===== config.mk =====
export PLATFORM = sky130hd
export DESIGN_NAME = debounce_bank
export DESIGN_NICKNAME = d
export VERILOG_FILES = /design/src/rtl/debounce_bank.sv
export SDC_FILE = /design/constraint.sdc
export NUM_CORES = 1
export LEC_CHECK = 0
export ABC_AREA = 1
export CORE_MARGIN = 5
export CORE_UTILIZATION = 54
export DETAILED_ROUTE_END_ITERATION = 16
export PLACE_DENSITY = 0.7
export SLEW_MARGIN = 10
export SYNTH_ARGS = -nofsm -noshare
export SYNTH_HDL_FRONTEND = slang
export SYNTH_SLANG_ARGS = --single-unit

===== constraint.sdc =====
create_clock -name clk -period 2.4 [get_ports clk]
set_clock_uncertainty 0.2 [all_clocks]
set_input_delay 0.36 -clock clk [delete_from_list [all_inputs] [get_ports clk]]
set_output_delay 0.36 -clock clk [all_outputs]
set_load 0.01 [all_outputs]

===== src/rtl/debounce_bank.sv =====
// -----------------------------------------------------------------------------
// debounce_bank
//
// N independent switch/button debouncers. Each channel synchronises its raw
// input through a SYNC_STAGES-deep flop chain, then only accepts a new level
// once the synchronised input has disagreed with the filtered level for
// FINAL_VALUE+1 consecutive clocks. Registered one-cycle rise/fall pulses and
// an OR-reduced any_change accompany every accepted transition.
//
// Optional feature (compile-time macro DEBOUNCE_BANK_LONGPRESS_EN):
//   per-channel saturating hold counter that emits a one-cycle long_press
//   pulse HOLD_CYCLES edges after the rise pulse, once per press. Without the
//   macro long_press is tied to 0 and no hold counters are built; the port
//   list is identical in both builds.
//
// Parameters:
//   N            number of channels (1..32)
//   FINAL_VALUE  stability timer terminal count (>= 1)
//   SYNC_STAGES  synchroniser depth (2..4)
//   HOLD_CYCLES  long-press threshold in clk cycles (>= 1)
//
// Ports:
//   clk          single clock, rising edge
//   reset        synchronous, active-high
//   noisy[N]     raw asynchronous input levels
//   debounced[N] filtered levels
//   rise[N]      one-cycle pulse when debounced[i] goes 0->1
//   fall[N]      one-cycle pulse when debounced[i] goes 1->0
//   any_change   OR of all rise and fall bits, same cycle
//   long_press[N] one-cycle pulse on a held press (0 without the macro)
//
// Handshake: none. All outputs are plain registered levels/pulses.
// -----------------------------------------------------------------------------
module debounce_bank #(
   parameter int N           = 4,
   parameter int FINAL_VALUE = 1_999_999,
   parameter int SYNC_STAGES = 2,
   parameter int HOLD_CYCLES = 100_000_000
) (
   input  logic         clk,
   input  logic         reset,
   input  logic [N-1:0] noisy,
   output logic [N-1:0] debounced,
   output logic [N-1:0] rise,
   output logic [N-1:0] fall,
   output logic         any_change,
   output logic [N-1:0] long_press
);

   // Elaboration-time guards on the legal parameter ranges.
   if (N < 1 || N > 32) begin : g_bad_n
      $error("debounce_bank: N must be 1..32");
   end
   if (FINAL_VALUE < 1) begin : g_bad_final
      $error("debounce_bank: FINAL_VALUE must be >= 1");
   end
   if (SYNC_STAGES < 2 || SYNC_STAGES > 4) begin : g_bad_sync
      $error("debounce_bank: SYNC_STAGES must be 2..4");
   end
   if (HOLD_CYCLES < 1) begin : g_bad_hold
      $error("debounce_bank: HOLD_CYCLES must be >= 1");
   end

   localparam int            CW        = $clog2(FINAL_VALUE + 1);
   localparam logic [CW-1:0] FINAL_CNT = CW'(FINAL_VALUE);

   logic [N-1:0]  r_sync [SYNC_STAGES];
   logic [CW-1:0] r_cnt  [N];
   logic [N-1:0]  r_debounced;
   logic [N-1:0]  r_rise;
   logic [N-1:0]  r_fall;
   logic          r_any_change;

   logic [N-1:0]  w_sync;
   logic [N-1:0]  w_differ;
   logic [N-1:0]  w_expire;
   logic [N-1:0]  w_rise;
   logic [N-1:0]  w_fall;

   assign w_sync   = r_sync[SYNC_STAGES-1];
   assign w_differ = w_sync ^ r_debounced;

   // A channel accepts its new level on the edge where it still disagrees and
   // the timer already sits at terminal count; the counter never goes past it.
   always_comb begin
      w_expire = '0;
      for (int i = 0; i < N; i++) begin
         w_expire[i] = w_differ[i] && (r_cnt[i] == FINAL_CNT);
      end
   end

   assign w_rise = w_expire & w_sync;
   assign w_fall = w_expire & ~w_sync;

   always_ff @(posedge clk) begin
      if (reset) begin
         for (int s = 0; s < SYNC_STAGES; s++) begin
            r_sync[s] <= '0;
         end
         for (int i = 0; i < N; i++) begin
            r_cnt[i] <= '0;
         end
         r_debounced  <= '0;
         r_rise       <= '0;
         r_fall       <= '0;
         r_any_change <= 1'b0;
      end else begin
         r_sync[0] <= noisy;
         for (int s = 1; s < SYNC_STAGES; s++) begin
            r_sync[s] <= r_sync[s-1];
         end
         // Agreement (or acceptance) restarts the interval from zero, so any
         // bounce back to the old level costs the full interval again.
         for (int i = 0; i < N; i++) begin
            if (!w_differ[i] || w_expire[i]) begin
               r_cnt[i] <= '0;
            end else begin
               r_cnt[i] <= r_cnt[i] + CW'(1);
            end
         end
         r_debounced  <= r_debounced ^ w_expire;
         r_rise       <= w_rise;
         r_fall       <= w_fall;
         r_any_change <= |w_expire;
      end
   end

   assign debounced  = r_debounced;
   assign rise       = r_rise;
   assign fall       = r_fall;
   assign any_change = r_any_change;

`ifdef DEBOUNCE_BANK_LONGPRESS_EN
   localparam int            HW        = $clog2(HOLD_CYCLES + 1);
   localparam logic [HW-1:0] HOLD_MAX  = HW'(HOLD_CYCLES);
   localparam logic [HW-1:0] HOLD_FIRE = HW'(HOLD_CYCLES - 1);

   logic [HW-1:0] r_hold [N];
   logic [N-1:0]  r_long_press;

   // The hold counter is 0 in the rise cycle and counts 1,2,.. on the
   // following edges; the pulse is issued on the edge that takes it to
   // HOLD_CYCLES. Saturation at HOLD_CYCLES keeps it to one pulse per press.
   always_ff @(posedge clk) begin
      if (reset) begin
         for (int i = 0; i < N; i++) begin
            r_hold[i] <= '0;
         end
         r_long_press <= '0;
      end else begin
         for (int i = 0; i < N; i++) begin
            if (!r_debounced[i]) begin
               r_hold[i] <= '0;
            end else if (r_hold[i] != HOLD_MAX) begin
               r_hold[i] <= r_hold[i] + HW'(1);
            end
            r_long_press[i] <= r_debounced[i] && (r_hold[i] == HOLD_FIRE);
         end
      end
   end

   assign long_press = r_long_press;
`else
   assign long_press = '0;
`endif

endmodule


==> results.sh <==
export IMPL_clock_latency_ns=0.38
export IMPL_syn_inst=718
export IMPL_slew_viol_final=0
export IMPL_r2r_end="r_cnt[0][14]"
export IMPL_first_global_vias=4535
export IMPL_setup_violations_final=0
export IMPL_clkTransAtPathRegs_ns=0.10
export IMPL_cts_setup_buffers=0
export IMPL_layout_setup_ws_ns=0.202
export IMPL_synth_seq_area_share=0.497
export IMPL_yosysWarnings=0
export IMPL_cp_end_kind="register"
export IMPL_rrSetupSlack_ns=0.20
export IMPL_leakage_nw=2.59
export IMPL_synth_fa_ha_area_frac=0.00845
export IMPL_drive_gt1_frac=0.0545
export IMPL_min_from="r_sync[0][2]"
export IMPL_io_pins=23
export IMPL_drt_iter0_markers=323
export IMPL_hold_depth=2
export IMPL_power_mw=3.69
export IMPL_clockBufferDepth=2
export IMPL_ys_async_sr_fraction=0
export IMPL_synth_most_common_cell="nor2_1"
export IMPL_die_h_um=115
export IMPL_grt_use_met1=0.245
export IMPL_track_usage=0.187
export IMPL_path_cells="ha_1, nand3_2, nor2_4, nand3_2, nand3_2, nor2_1"
export IMPL_fin_crit_sh=0.916
export IMPL_start_kind="register"
export IMPL_netlist_area_um2=5930
export IMPL_die_area_um2=13200
export IMPL_synth_top_area_cell="edfxtp_1"
export IMPL_reg2reg_from="r_cnt[0][0]"
export IMPL_num_vias=4691
export IMPL_period_minus_slack_ns=2.20
export IMPL_holdPathEnd="r_sync[0][6]"
export IMPL_area_growth_pct=13.9
export IMPL_status="finished, final reports clean"
export IMPL_clock_sinks=105
export IMPL_ctsHoldBuffers=0
export IMPL_wl_per_cell_um=11.6
export IMPL_drv_cap=0
export IMPL_ctsResizeCount=0
export IMPL_via_per_inst=4.86
export IMPL_synth_seq_cells=105
export IMPL_use_met3=0.0347
export IMPL_dpl_worst_slack_ns=0.103
export IMPL_tns_ns=0
export IMPL_synth_edff_count=84
export IMPL_critical_path_max_stage_delay_ns=0.45
export IMPL_peakVddDrop_v=0.000345
export IMPL_dp_cells=949
export IMPL_cp_top_family="simple AND/OR/NAND/NOR gates"
export IMPL_powerDensity_nw_per_um2=547
export IMPL_synth_compound_area_frac=0.0346
export IMPL_grt_start_max_net_pins=22
export IMPL_required_ns=2.33
export IMPL_yosys_area_share_simple=0.330
export IMPL_synth_top_cells_by_count="173 x nor2_1, 164 x nand2_1, 84 x edfxtp_1, 67 x inv_1, 33 x xor2_1"
export IMPL_crit_fanout=21
export IMPL_gr_max_usage_layer="met2"
export IMPL_fin_hold_ws_ns=0.209
export IMPL_cts_tree="done"
export IMPL_dieWidth_um=115
export IMPL_rows=38
export IMPL_cp_slowest_cell="edfxtp_1"
export IMPL_crit_buf_inv=0
export IMPL_dpl_hpwl_um=8490
export IMPL_synth_top_area_share=0.426
export IMPL_ant_nets=0
export IMPL_n_antenna_cell=0
export IMPL_hold_violations=0
export IMPL_crit_type="register to register"
export IMPL_path_common_cell="nand3_2"
export IMPL_drtPass1Iterations=7
export IMPL_cts_buffers=9
export IMPL_drc_errors=0
export IMPL_cts_root_buf="clkbuf_8"
export IMPL_syn_avg_cell_area_um2=8.25
export IMPL_hold_class="register to register"
export IMPL_synth_main_ff_cell="edfxtp_1"
export IMPL_synth_xor_area_share=0.0650
export IMPL_gp_congestion=0.900
export IMPL_synth_area_mux_share=0
export IMPL_placeableCoreArea_um2=10800
export IMPL_max_freq_mhz=455
export IMPL_grt_util_met2=0.313
export IMPL_reg2reg_depth=6
export IMPL_layout_cells_non_filler=965
export IMPL_synth_area_leaders="edfxtp_1 43%, nor2_1 11%, nand2_1 10%"
export IMPL_overflow=0
export IMPL_drt_wl_total_um=11200
export IMPL_rsz0062_at_grt="no"
export IMPL_cts_max_level=3
export IMPL_synth_top_family_by_area="simple AND/OR/NAND/NOR gates"
export IMPL_initial_core_util=0.549
export IMPL_fin_nets=830
export IMPL_arrival_ns=2.13
export IMPL_antenna_found_initial=0
export IMPL_port_buffers=18
export IMPL_ys_types=33
export IMPL_grt_pass1_wl_um=19900
[power breakdown]
part           internal, mW  switching (mW)
Combinational        0.0594           0.112
Clock                 0.799           0.613
Sequential             2.03          0.0770
[placed cells by master, fill, tap and decap left out, types with 2 or more instances in the layout]
master / netlist / final
nor2_1: 173 / 173
nand2_1: 164 / 164
conb_1: 2 / 88
edfxtp_1: 84 / 84
inv_1: 67 / 67
xor2_1: 33 / 33
nand3_1: 29 / 29
a21oi_1: 26 / 26
dfxtp_1: 21 / 21
clkdlybuf4s50_1: 0 / 18
nor3_1: 16 / 16
nand4_1: 16 / 16
nand3_2: 14 / 14
xnor2_1: 11 / 11
nand3b_1: 9 / 9
clkbuf_8: 0 / 9
o21ai_0: 6 / 6
nor2_2: 5 / 5
or2_2: 5 / 5
ha_1: 4 / 4
bufinv_16: 0 / 4
nor2_4: 3 / 3
o21bai_1: 3 / 3
nor4_1: 3 / 3
o211ai_1: 3 / 3
clkbuf_1: 1 / 2
[metrics by stage]
step,instance area (um2),utilization
floorplan,6250,-
global placement,6490,0.601
detailed placement,6490,0.601
CTS,6750,0.625
global route,6750,0.625
finish,6750,0.625
[flip-flops by register name, summed over array words and instances (netlist names), named ones only]
register and flops:
any_change 1, fall 4, r_cnt 84, r_sync 8
rise 4
[worst reg2reg max path: stages, from the launching register on]
cell and delay, ns:
edfxtp_1 0.45, ha_1 0.33, nand3_2 0.15, nor2_4 0.21, nand3_2 0.15, nand3_2 0.34, nor2_1 0.11
[how the worst max path moves through the flow]
stage / from / end / slack [ns] / depth (start not counted)
5_1_grt: r_cnt[0][0] / r_cnt[0][16] / 0.01 / 6
2_1_floorplan: r_cnt[0][0] / r_cnt[0][10] / 0.61 / 7
3_3_place_gp: reset / r_cnt[1][2] / 0.21 / 4
6_report: r_cnt[0][0] / r_cnt[0][14] / 0.20 / 6
3_5_place_dp: reset / r_cnt[3][18] / 0.10 / 4
4_1_cts: r_cnt[0][0] / r_cnt[0][14] / 0.19 / 6
[cells by family after synthesis]
family	Yosys count
XOR/XNOR	44
other	2
adder cells (fa/ha/maj)	4
AND/OR/NAND/NOR	443
AO/OA/AOI/OAI	38
buffers and inverters	82
flip-flops	105
[routing by layer]
layer | wire, um | part of all wire
met1 | 5250 | 0.47
met2 | 5300 | 0.47
met3 | 444 | 0.040
met4 | 199 | 0.018
met5 | 0 | 0
[cell type report]
type | count | area, um2
Fill cell | 954 | 4040
Multi-Input combinational cell | 617 | 2930
Inverter | 68 | 255
Tap cell | 140 | 175
Clock buffer | 11 | 131
Sequential cell | 105 | 2940
Clock inverter | 5 | 128
Timing Repair Buffer | 19 | 188
(Power assumes the default switching activity.)
